### src/rtl/mem_access_ctrl_if.sv
// Data-side SRAM-like bus between the MEM-stage access controller and memory.
//
// Handshake: the master raises data_req and holds data_wr/size/addr/wstrb/wdata
// stable until the slave returns data_addr_ok in the same cycle (address phase
// done). The access then completes on the single-cycle data_data_ok pulse, and
// data_rdata is valid with it for reads.
//
// Modports:
//   master : drives the request fields, receives addr_ok/data_ok/rdata
//   slave  : the memory side
interface mem_access_ctrl_if #(
  parameter int DATA_W = 32,
  parameter int ADDR_W = 32
);
  localparam int LANES = DATA_W / 8;

  logic              data_req;
  logic              data_wr;
  logic [1:0]        data_size;
  logic [ADDR_W-1:0] data_addr;
  logic [LANES-1:0]  data_wstrb;
  logic [DATA_W-1:0] data_wdata;
  logic              data_addr_ok;
  logic              data_data_ok;
  logic [DATA_W-1:0] data_rdata;

  modport master (
    output data_req, data_wr, data_size, data_addr, data_wstrb, data_wdata,
    input  data_addr_ok, data_data_ok, data_rdata
  );

  modport slave (
    input  data_req, data_wr, data_size, data_addr, data_wstrb, data_wdata,
    output data_addr_ok, data_data_ok, data_rdata
  );
endinterface

### src/rtl/mem_access_ctrl.sv
// MEM-stage load/store controller. One access in flight at a time.
// Checks legality and alignment, drives lane-replicated store data and byte
// strobes onto the bus, and returns a registered, sign/zero-extended load result
// as a single-cycle resp_valid pulse.
//
// Ports:
//   clk, rst              clock, asynchronous active-high reset
//   req_valid/op/addr/    access request from the MEM stage; accepted in a cycle
//   req_wdata, req_ready  where req_valid && req_ready && !flush
//   flush                 kills the in-flight access (no response)
//   resp_valid/rdata      1-cycle completion pulse with extended load data
//   excp_adel/ades,       misaligned load/store, valid with resp_valid
//   bad_vaddr
//   bus                   SRAM-like data bus (master side)
//   state_dbg             current FSM state (0=IDLE 1=ADDR 2=DATA)
module mem_access_ctrl #(
  parameter int DATA_W = 32,
  parameter int ADDR_W = 32
) (
  input  logic              clk,
  input  logic              rst,
  input  logic              req_valid,
  input  logic [3:0]        req_op,
  input  logic [ADDR_W-1:0] req_addr,
  input  logic [DATA_W-1:0] req_wdata,
  output logic              req_ready,
  input  logic              flush,
  output logic              resp_valid,
  output logic [DATA_W-1:0] resp_rdata,
  output logic              excp_adel,
  output logic              excp_ades,
  output logic [ADDR_W-1:0] bad_vaddr,
  mem_access_ctrl_if.master bus,
  output logic [1:0]        state_dbg
);
  localparam int LANES = DATA_W / 8;
  localparam int LB_W  = $clog2(LANES);

  localparam logic [1:0] S_IDLE = 2'd0;
  localparam logic [1:0] S_ADDR = 2'd1;
  localparam logic [1:0] S_DATA = 2'd2;

  logic [1:0]        state_q, state_d;
  logic [3:0]        op_q, op_d;
  logic [ADDR_W-1:0] addr_q, addr_d;
  logic [LANES-1:0]  wstrb_q, wstrb_d;
  logic [DATA_W-1:0] wdata_q, wdata_d;
  logic              discard_q, discard_d;
  logic              resp_valid_q, resp_valid_d;
  logic [DATA_W-1:0] resp_rdata_q, resp_rdata_d;
  logic              excp_adel_q, excp_adel_d;
  logic              excp_ades_q, excp_ades_d;
  logic [ADDR_W-1:0] bad_vaddr_q, bad_vaddr_d;

  // Request decode
  logic              req_illegal;
  logic              req_misaligned;
  logic [3:0]        req_nbytes;
  logic [LANES-1:0]  req_strb;
  logic [DATA_W-1:0] req_rep;

  // Load extraction
  logic [DATA_W-1:0] unit_sh;
  logic [DATA_W-1:0] unit_mask;
  logic [6:0]        unit_bits;
  logic              unit_sign;
  logic [DATA_W-1:0] load_ext;

  always_comb begin
    req_illegal    = (req_op[3:2] == 2'b11) || ((req_op[1:0] == 2'd3) && (DATA_W == 32));
    req_misaligned = 1'b0;
    case (req_op[1:0])
      2'd1:    req_misaligned = req_addr[0];
      2'd2:    req_misaligned = |req_addr[1:0];
      2'd3:    req_misaligned = |req_addr[2:0];
      default: req_misaligned = 1'b0;
    endcase
    req_nbytes = 4'd1 << req_op[1:0];
    // Contiguous run of req_nbytes ones, moved up to the addressed lane.
    req_strb   = (~({LANES{1'b1}} << req_nbytes)) << req_addr[LB_W-1:0];
    req_rep    = req_wdata;
    case (req_op[1:0])
      2'd0:    req_rep = {LANES{req_wdata[7:0]}};
      2'd1:    req_rep = {(LANES/2){req_wdata[15:0]}};
      2'd2:    req_rep = {(LANES/4){req_wdata[31:0]}};
      default: req_rep = req_wdata;
    endcase
  end

  always_comb begin
    unit_sh   = bus.data_rdata >> {addr_q[LB_W-1:0], 3'b000};
    unit_bits = 7'd8 << op_q[1:0];
    // A full-width unit shifts every one out, leaving an all-ones mask.
    unit_mask = ~({DATA_W{1'b1}} << unit_bits);
    case (op_q[1:0])
      2'd0:    unit_sign = unit_sh[7];
      2'd1:    unit_sign = unit_sh[15];
      2'd2:    unit_sign = unit_sh[31];
      default: unit_sign = unit_sh[DATA_W-1];
    endcase
    load_ext = (unit_sh & unit_mask) | ((unit_sign && !op_q[2]) ? ~unit_mask : '0);
  end

  always_comb begin
    state_d      = state_q;
    op_d         = op_q;
    addr_d       = addr_q;
    wstrb_d      = wstrb_q;
    wdata_d      = wdata_q;
    discard_d    = discard_q;
    resp_valid_d = 1'b0;
    resp_rdata_d = '0;
    excp_adel_d  = 1'b0;
    excp_ades_d  = 1'b0;
    bad_vaddr_d  = '0;
    case (state_q)
      S_IDLE: begin
        discard_d = 1'b0;
        if (req_valid && !flush) begin
          if (req_illegal) begin
            resp_valid_d = 1'b1;
          end else if (req_misaligned) begin
            resp_valid_d = 1'b1;
            excp_adel_d  = !req_op[3];
            excp_ades_d  = req_op[3];
            bad_vaddr_d  = req_addr;
          end else begin
            op_d    = req_op;
            addr_d  = req_addr;
            wstrb_d = req_op[3] ? req_strb : '0;
            wdata_d = req_rep;
            state_d = S_ADDR;
          end
        end
      end
      S_ADDR: begin
        if (bus.data_addr_ok) begin
          // Once the address is taken the bus transfer must finish; a flush
          // here only suppresses the response.
          state_d = S_DATA;
          if (flush) discard_d = 1'b1;
        end else if (flush) begin
          state_d = S_IDLE;
        end
      end
      S_DATA: begin
        if (flush) discard_d = 1'b1;
        if (bus.data_data_ok) begin
          state_d   = S_IDLE;
          discard_d = 1'b0;
          if (!discard_q && !flush) begin
            resp_valid_d = 1'b1;
            resp_rdata_d = op_q[3] ? '0 : load_ext;
          end
        end
      end
      default: state_d = S_IDLE;
    endcase
  end

  always_ff @(posedge clk or posedge rst) begin
    if (rst) begin
      state_q      <= S_IDLE;
      op_q         <= '0;
      addr_q       <= '0;
      wstrb_q      <= '0;
      wdata_q      <= '0;
      discard_q    <= 1'b0;
      resp_valid_q <= 1'b0;
      resp_rdata_q <= '0;
      excp_adel_q  <= 1'b0;
      excp_ades_q  <= 1'b0;
      bad_vaddr_q  <= '0;
    end else begin
      state_q      <= state_d;
      op_q         <= op_d;
      addr_q       <= addr_d;
      wstrb_q      <= wstrb_d;
      wdata_q      <= wdata_d;
      discard_q    <= discard_d;
      resp_valid_q <= resp_valid_d;
      resp_rdata_q <= resp_rdata_d;
      excp_adel_q  <= excp_adel_d;
      excp_ades_q  <= excp_ades_d;
      bad_vaddr_q  <= bad_vaddr_d;
    end
  end

  logic busy;
  assign busy = (state_q != S_IDLE);

  assign req_ready      = (state_q == S_IDLE);
  assign resp_valid     = resp_valid_q;
  assign resp_rdata     = resp_rdata_q;
  assign excp_adel      = excp_adel_q;
  assign excp_ades      = excp_ades_q;
  assign bad_vaddr      = bad_vaddr_q;
  assign state_dbg      = state_q;

  assign bus.data_req   = (state_q == S_ADDR);
  assign bus.data_wr    = busy && op_q[3];
  assign bus.data_size  = busy ? op_q[1:0] : 2'd0;
  assign bus.data_addr  = busy ? addr_q : '0;
  assign bus.data_wstrb = busy ? wstrb_q : '0;
  assign bus.data_wdata = busy ? wdata_q : '0;
endmodule

### src/flat_wrapper.sv
// flat-port wrapper written by rule: the top's interface ports become plain ports
module mem_access_ctrl_flat 
#(
  parameter int DATA_W = 32,
  parameter int ADDR_W = 32
)
  (clk, rst, req_valid, req_op, req_addr, req_wdata, req_ready, flush, resp_valid, resp_rdata, excp_adel, excp_ades, bad_vaddr, state_dbg, bus_data_req, bus_data_wr, bus_data_size, bus_data_addr, bus_data_wstrb, bus_data_wdata, bus_data_addr_ok, bus_data_data_ok, bus_data_rdata);
  mem_access_ctrl_if #(.DATA_W(DATA_W), .ADDR_W(ADDR_W)) bus_i ();
  input  logic clk;
  input  logic rst;
  input  logic req_valid;
  input  logic [3:0] req_op;
  input  logic [ADDR_W-1:0] req_addr;
  input  logic [DATA_W-1:0] req_wdata;
  output logic req_ready;
  input  logic flush;
  output logic resp_valid;
  output logic [DATA_W-1:0] resp_rdata;
  output logic excp_adel;
  output logic excp_ades;
  output logic [ADDR_W-1:0] bad_vaddr;
  output logic [1:0] state_dbg;
  output wire logic [$bits(bus_i.data_req)-1:0] bus_data_req;
  output wire logic [$bits(bus_i.data_wr)-1:0] bus_data_wr;
  output wire logic [$bits(bus_i.data_size)-1:0] bus_data_size;
  output wire logic [$bits(bus_i.data_addr)-1:0] bus_data_addr;
  output wire logic [$bits(bus_i.data_wstrb)-1:0] bus_data_wstrb;
  output wire logic [$bits(bus_i.data_wdata)-1:0] bus_data_wdata;
  input wire logic [$bits(bus_i.data_addr_ok)-1:0] bus_data_addr_ok;
  input wire logic [$bits(bus_i.data_data_ok)-1:0] bus_data_data_ok;
  input wire logic [$bits(bus_i.data_rdata)-1:0] bus_data_rdata;
  assign bus_data_req = bus_i.data_req;
  assign bus_data_wr = bus_i.data_wr;
  assign bus_data_size = bus_i.data_size;
  assign bus_data_addr = bus_i.data_addr;
  assign bus_data_wstrb = bus_i.data_wstrb;
  assign bus_data_wdata = bus_i.data_wdata;
  assign bus_i.data_addr_ok = bus_data_addr_ok;
  assign bus_i.data_data_ok = bus_data_data_ok;
  assign bus_i.data_rdata = bus_data_rdata;
  mem_access_ctrl #(.DATA_W(DATA_W), .ADDR_W(ADDR_W)) u_core (.clk(clk), .rst(rst), .req_valid(req_valid), .req_op(req_op), .req_addr(req_addr), .req_wdata(req_wdata), .req_ready(req_ready), .flush(flush), .resp_valid(resp_valid), .resp_rdata(resp_rdata), .excp_adel(excp_adel), .excp_ades(excp_ades), .bad_vaddr(bad_vaddr), .bus(bus_i), .state_dbg(state_dbg));
endmodule
### config.mk
export PLATFORM = sky130hd
export DESIGN_NAME = mem_access_ctrl_flat
export DESIGN_NICKNAME = d
export VERILOG_FILES = /design/src/rtl/mem_access_ctrl_if.sv /design/src/rtl/mem_access_ctrl.sv /design/src/flat_wrapper.sv
export SDC_FILE = /design/constraint.sdc
export NUM_CORES = 1
export LEC_CHECK = 0
export BUFFER_PORTS_ARGS = -buffer_cell sky130_fd_sc_hd__buf_2
export CAP_MARGIN = 30
export CORE_ASPECT_RATIO = 0.6
export CORE_UTILIZATION = 50
export CTS_CLUSTER_SIZE = 16
export DETAILED_ROUTE_END_ITERATION = 10
export PLACE_DENSITY = 0.88
export SLEW_MARGIN = 40
export SYNTH_ARGS = -nofsm -noshare
export SYNTH_HDL_FRONTEND = slang
export SYNTH_SLANG_ARGS = --single-unit
### constraint.sdc
create_clock -name clk -period 5.7 [get_ports clk]
set_clock_uncertainty 0.2 [all_clocks]
set_input_delay 1.14 -clock clk [delete_from_list [all_inputs] [get_ports clk]]
set_output_delay 1.14 -clock clk [all_outputs]
set_load 0.02 [all_outputs]
==> flow_summary.json <==
{
  "synth_compound_area_frac": 0.0813,
  "synth_cell_types": 45,
  "final_antenna_net_count": 0,
  "synth_top_family_by_area": "multiplexers",
  "initial_core_util": 0.514,
  "yosysTopAreaCell": "dfrtp_1",
  "grt.total_usage": 0.246,
  "max_stage_delay_ns": 0.54,
  "slew_headroom": 0.501,
  "synth_nets": 650,
  "synth_xor_area_frac": 0.00133,
  "grt_pass1_vias": 4974,
  "overflow": 0,
  "min_period_ns": 3.56,
  "cp.arrival_ns": 2.22,
  "crit_type": "flop to primary output",
  "rsz0062_at_grt": "no",
  "syn_area_per_cell_um2": 12.2,
  "grt_max_degree": 96,
  "totalWireLength_mm": 16.4,
  "globalplace.congestion": 0.887,
  "syn-cell-area_um2": 6610,
  "die-area_um2": 13700,
  "yosys-mux-area-fraction": 0.186,
  "diodes": 0,
  "post-dp-hpwl_mm": 11.7,
  "hold_viol": 0,
  "slowest_stage": "ha_4",
  "cts_setup_buffers": 0,
  "yosys-top-cells-area": "dfrtp_1 54%, mux2_2 11%, nor2b_1 7.6%",
  "die_w_um": 150,
  "crit_chain": "inv_1, ha_4, buf_4, nor2b_1, buf_2",
  "synth_top_area_share": 0.538,
  "hold_buffers": 0,
  "cts.htree.levels": 4,
  "area_growth_pct": 30.6,
  "status": "completed",
  "vdd_drop_max_mv": 0.286,
  "drtPass1Iterations": 4,
  "end_kind": "primary output",
  "routed_via_density": 5.18,
  "crit_path_start_kind": "flop",
  "crit_start": "u_core.state_dbg[0]",
  "tritoncts": "done",
  "drt-wirelength-per-cell_um": 17.0,
  "yosysMostFrequentCell": "dfrtp_1",
  "setup_tns_ns": 0,
  "rows": 32,
  "regToRegEndpoint": "u_core.wdata_q[9]",
  "fin_crit_sh": 0.625,
  "timing.rr.start": "u_core.state_dbg[0]",
  "synth_flop_cell": "dfrtp_1",
  "clk_pin_slew_ns": 0.06,
  "ys_ff_latch": 142,
  "crit_fanout": 47,
  "initialDrtViolationCount": 246,
  "fillers": 999,
  "synth_edf_count": 0,
  "max-clock-path-buffers": 2,
  "p_per_area_nw_per_um2": 502,
  "synth_cells": 541,
  "numPortBuffers": 247,
  "rrSetupSlack_ns": 2.70,
  "cts_root_buf": "clkbuf_16",
  "synth-adder-area-share": 0.00568,
  "whs_ns": 0.279,
  "synthSimpleGateAreaFrac": 0.155,
  "grt_antenna_before_repair": 0,
  "setup_violations": 0,
  "tightestPinTransition_ns": 0.746,
  "cts.repair.resized": 0,
  "vias": 4995,
  "required_ns": 4.36,
  "slew_violations": 0,
  "seq_area_frac_synth": 0.538,
  "drcViolationCount": 0,
  "die_h_um": 91.0,
  "pin_count": 248,
  "cts.sinks": 142,
  "fmaxAchievable_mhz": 281,
  "cp-endpoint": "bus_data_wr",
  "grt_pass1_wl_mm": 25.8,
  "max-cap-violations": 0,
  "core_area_um2": 12900,
  "synth_commonest_cells": "142 x dfrtp_1, 80 x nor2b_1, 65 x mux2_2, 33 x and2_1, 25 x mux2i_1",
  "hold_path_class": "flop to flop",
  "clk_latency_ns": 0.40,
  "nNetsFinal": 890,
  "synthArstFlopShare": 1.00,
  "numCtsBuffers": 17,
  "yosys_warnings": 0,
  "reg2regPathDepth": 7,
  "power.leakage_uw": 0.00451,
  "drive_above_1_share": 0.455
}
-- worst min-delay path by stage --
stage,start,endpoint,slack [ns],depth (start not counted)
floorplan,u_core.addr_q[10],u_core.addr_q[10],0.25,1
global placement,u_core.addr_q[2],u_core.addr_q[2],0.26,1
detailed placement,u_core.wdata_q[3],u_core.wdata_q[3],0.27,1
CTS,u_core.addr_q[17],u_core.addr_q[17],0.28,1
global route,u_core.addr_q[17],u_core.addr_q[17],0.30,1
finish,u_core.wstrb_q[1],u_core.wstrb_q[1],0.28,1
-- layer usage --
metal / global-route usage / up-vias / part of all wire
met5: 0 / - / 0
met4: 0.0598 / 0 / 0.0048
met3: 0.0729 / 7 / 0.080
met2: 0.388 / 180 / 0.47
met1: 0.333 / 2465 / 0.45
li1: - / 2343 / -
-- sequential cells by signal, indices dropped and copies added (netlist names) --
register / count
u_core.bad_vaddr: 32
u_core.excp_adel: 1
u_core.resp_rdata: 32
u_core.resp_valid: 1
u_core.state_dbg: 2
u_core.discard_q: 1
u_core.wstrb_q: 4
u_core.addr_q: 32
u_core.wdata_q: 32
u_core.excp_ades: 1
u_core.op_q: 4
-- cell type report --
class / instances / area, um^2 / area share
clock buffers: 19 / 443 / 0.0513
flip-flops and latches: 142 / 3550 / 0.412
clock inverters: 13 / 225 / 0.0261
inverters: 5 / 26.3 / 0.00305
multi-input cells: 362 / 2860 / 0.331
repair buffers: 253 / 1310 / 0.151
well taps: 170 / 213 / 0.0247
-- cell families after synthesis --
family          Yosys count
flops                   142
xor+xnor                  1
compound gates           73
buf+inv                  37
simple gates            174
mux                     111
fa+ha+maj                 3
-- critical path: cells and delay by family, from the launching register on --
family	cells	cell delay [ns]
buf+inv	3	0.79
flops	1	0.39
fa+ha+maj	1	0.54
simple gates	1	0.08
-- power by group --
group	total [uW]	internal (uW)	leakage [uW]	switching (uW)
Clock	1250	802	0.000320	447
Sequential	1440	1300	0.00185	146
Combinational	1640	669	0.00235	967
-- cell usage in the layout (no fill, tap or decap), types with 4 or more instances in the layout --
master     count
a21o_1        11
and2_1        33
inv_1          4
mux2i_1       25
nor2_1        23
clkbuf_16     17
bufinv_16      5
o21ai_0       20
buf_2        247
nand2b_1       4
mux2_1        20
inv_8          4
buf_4          4
and3_1         4
nor3_1         4
mux2_2        65
nor2b_1       80
a211oi_1      22
a21oi_1        4
nand2_1       15
dfrtp_1      142
-- stage by stage --
stage / cell area (um^2) / power (uW) / setup slack (ns) / utilization / cells
finish: 8630 / 4330 / 2.14 / 0.671 / 964
global route: 8630 / 4570 / 1.99 / 0.671 / 964
CTS: 8630 / 4360 / 2.11 / 0.671 / 964
detailed placement: 7960 / 3100 / 2.16 / 0.619 / 932
global placement: 7900 / 3040 / 2.07 / 0.615 / 930
floorplan: 6610 / 2590 / 0.550 / - / 541
Power figures use the tool's default switching activity.
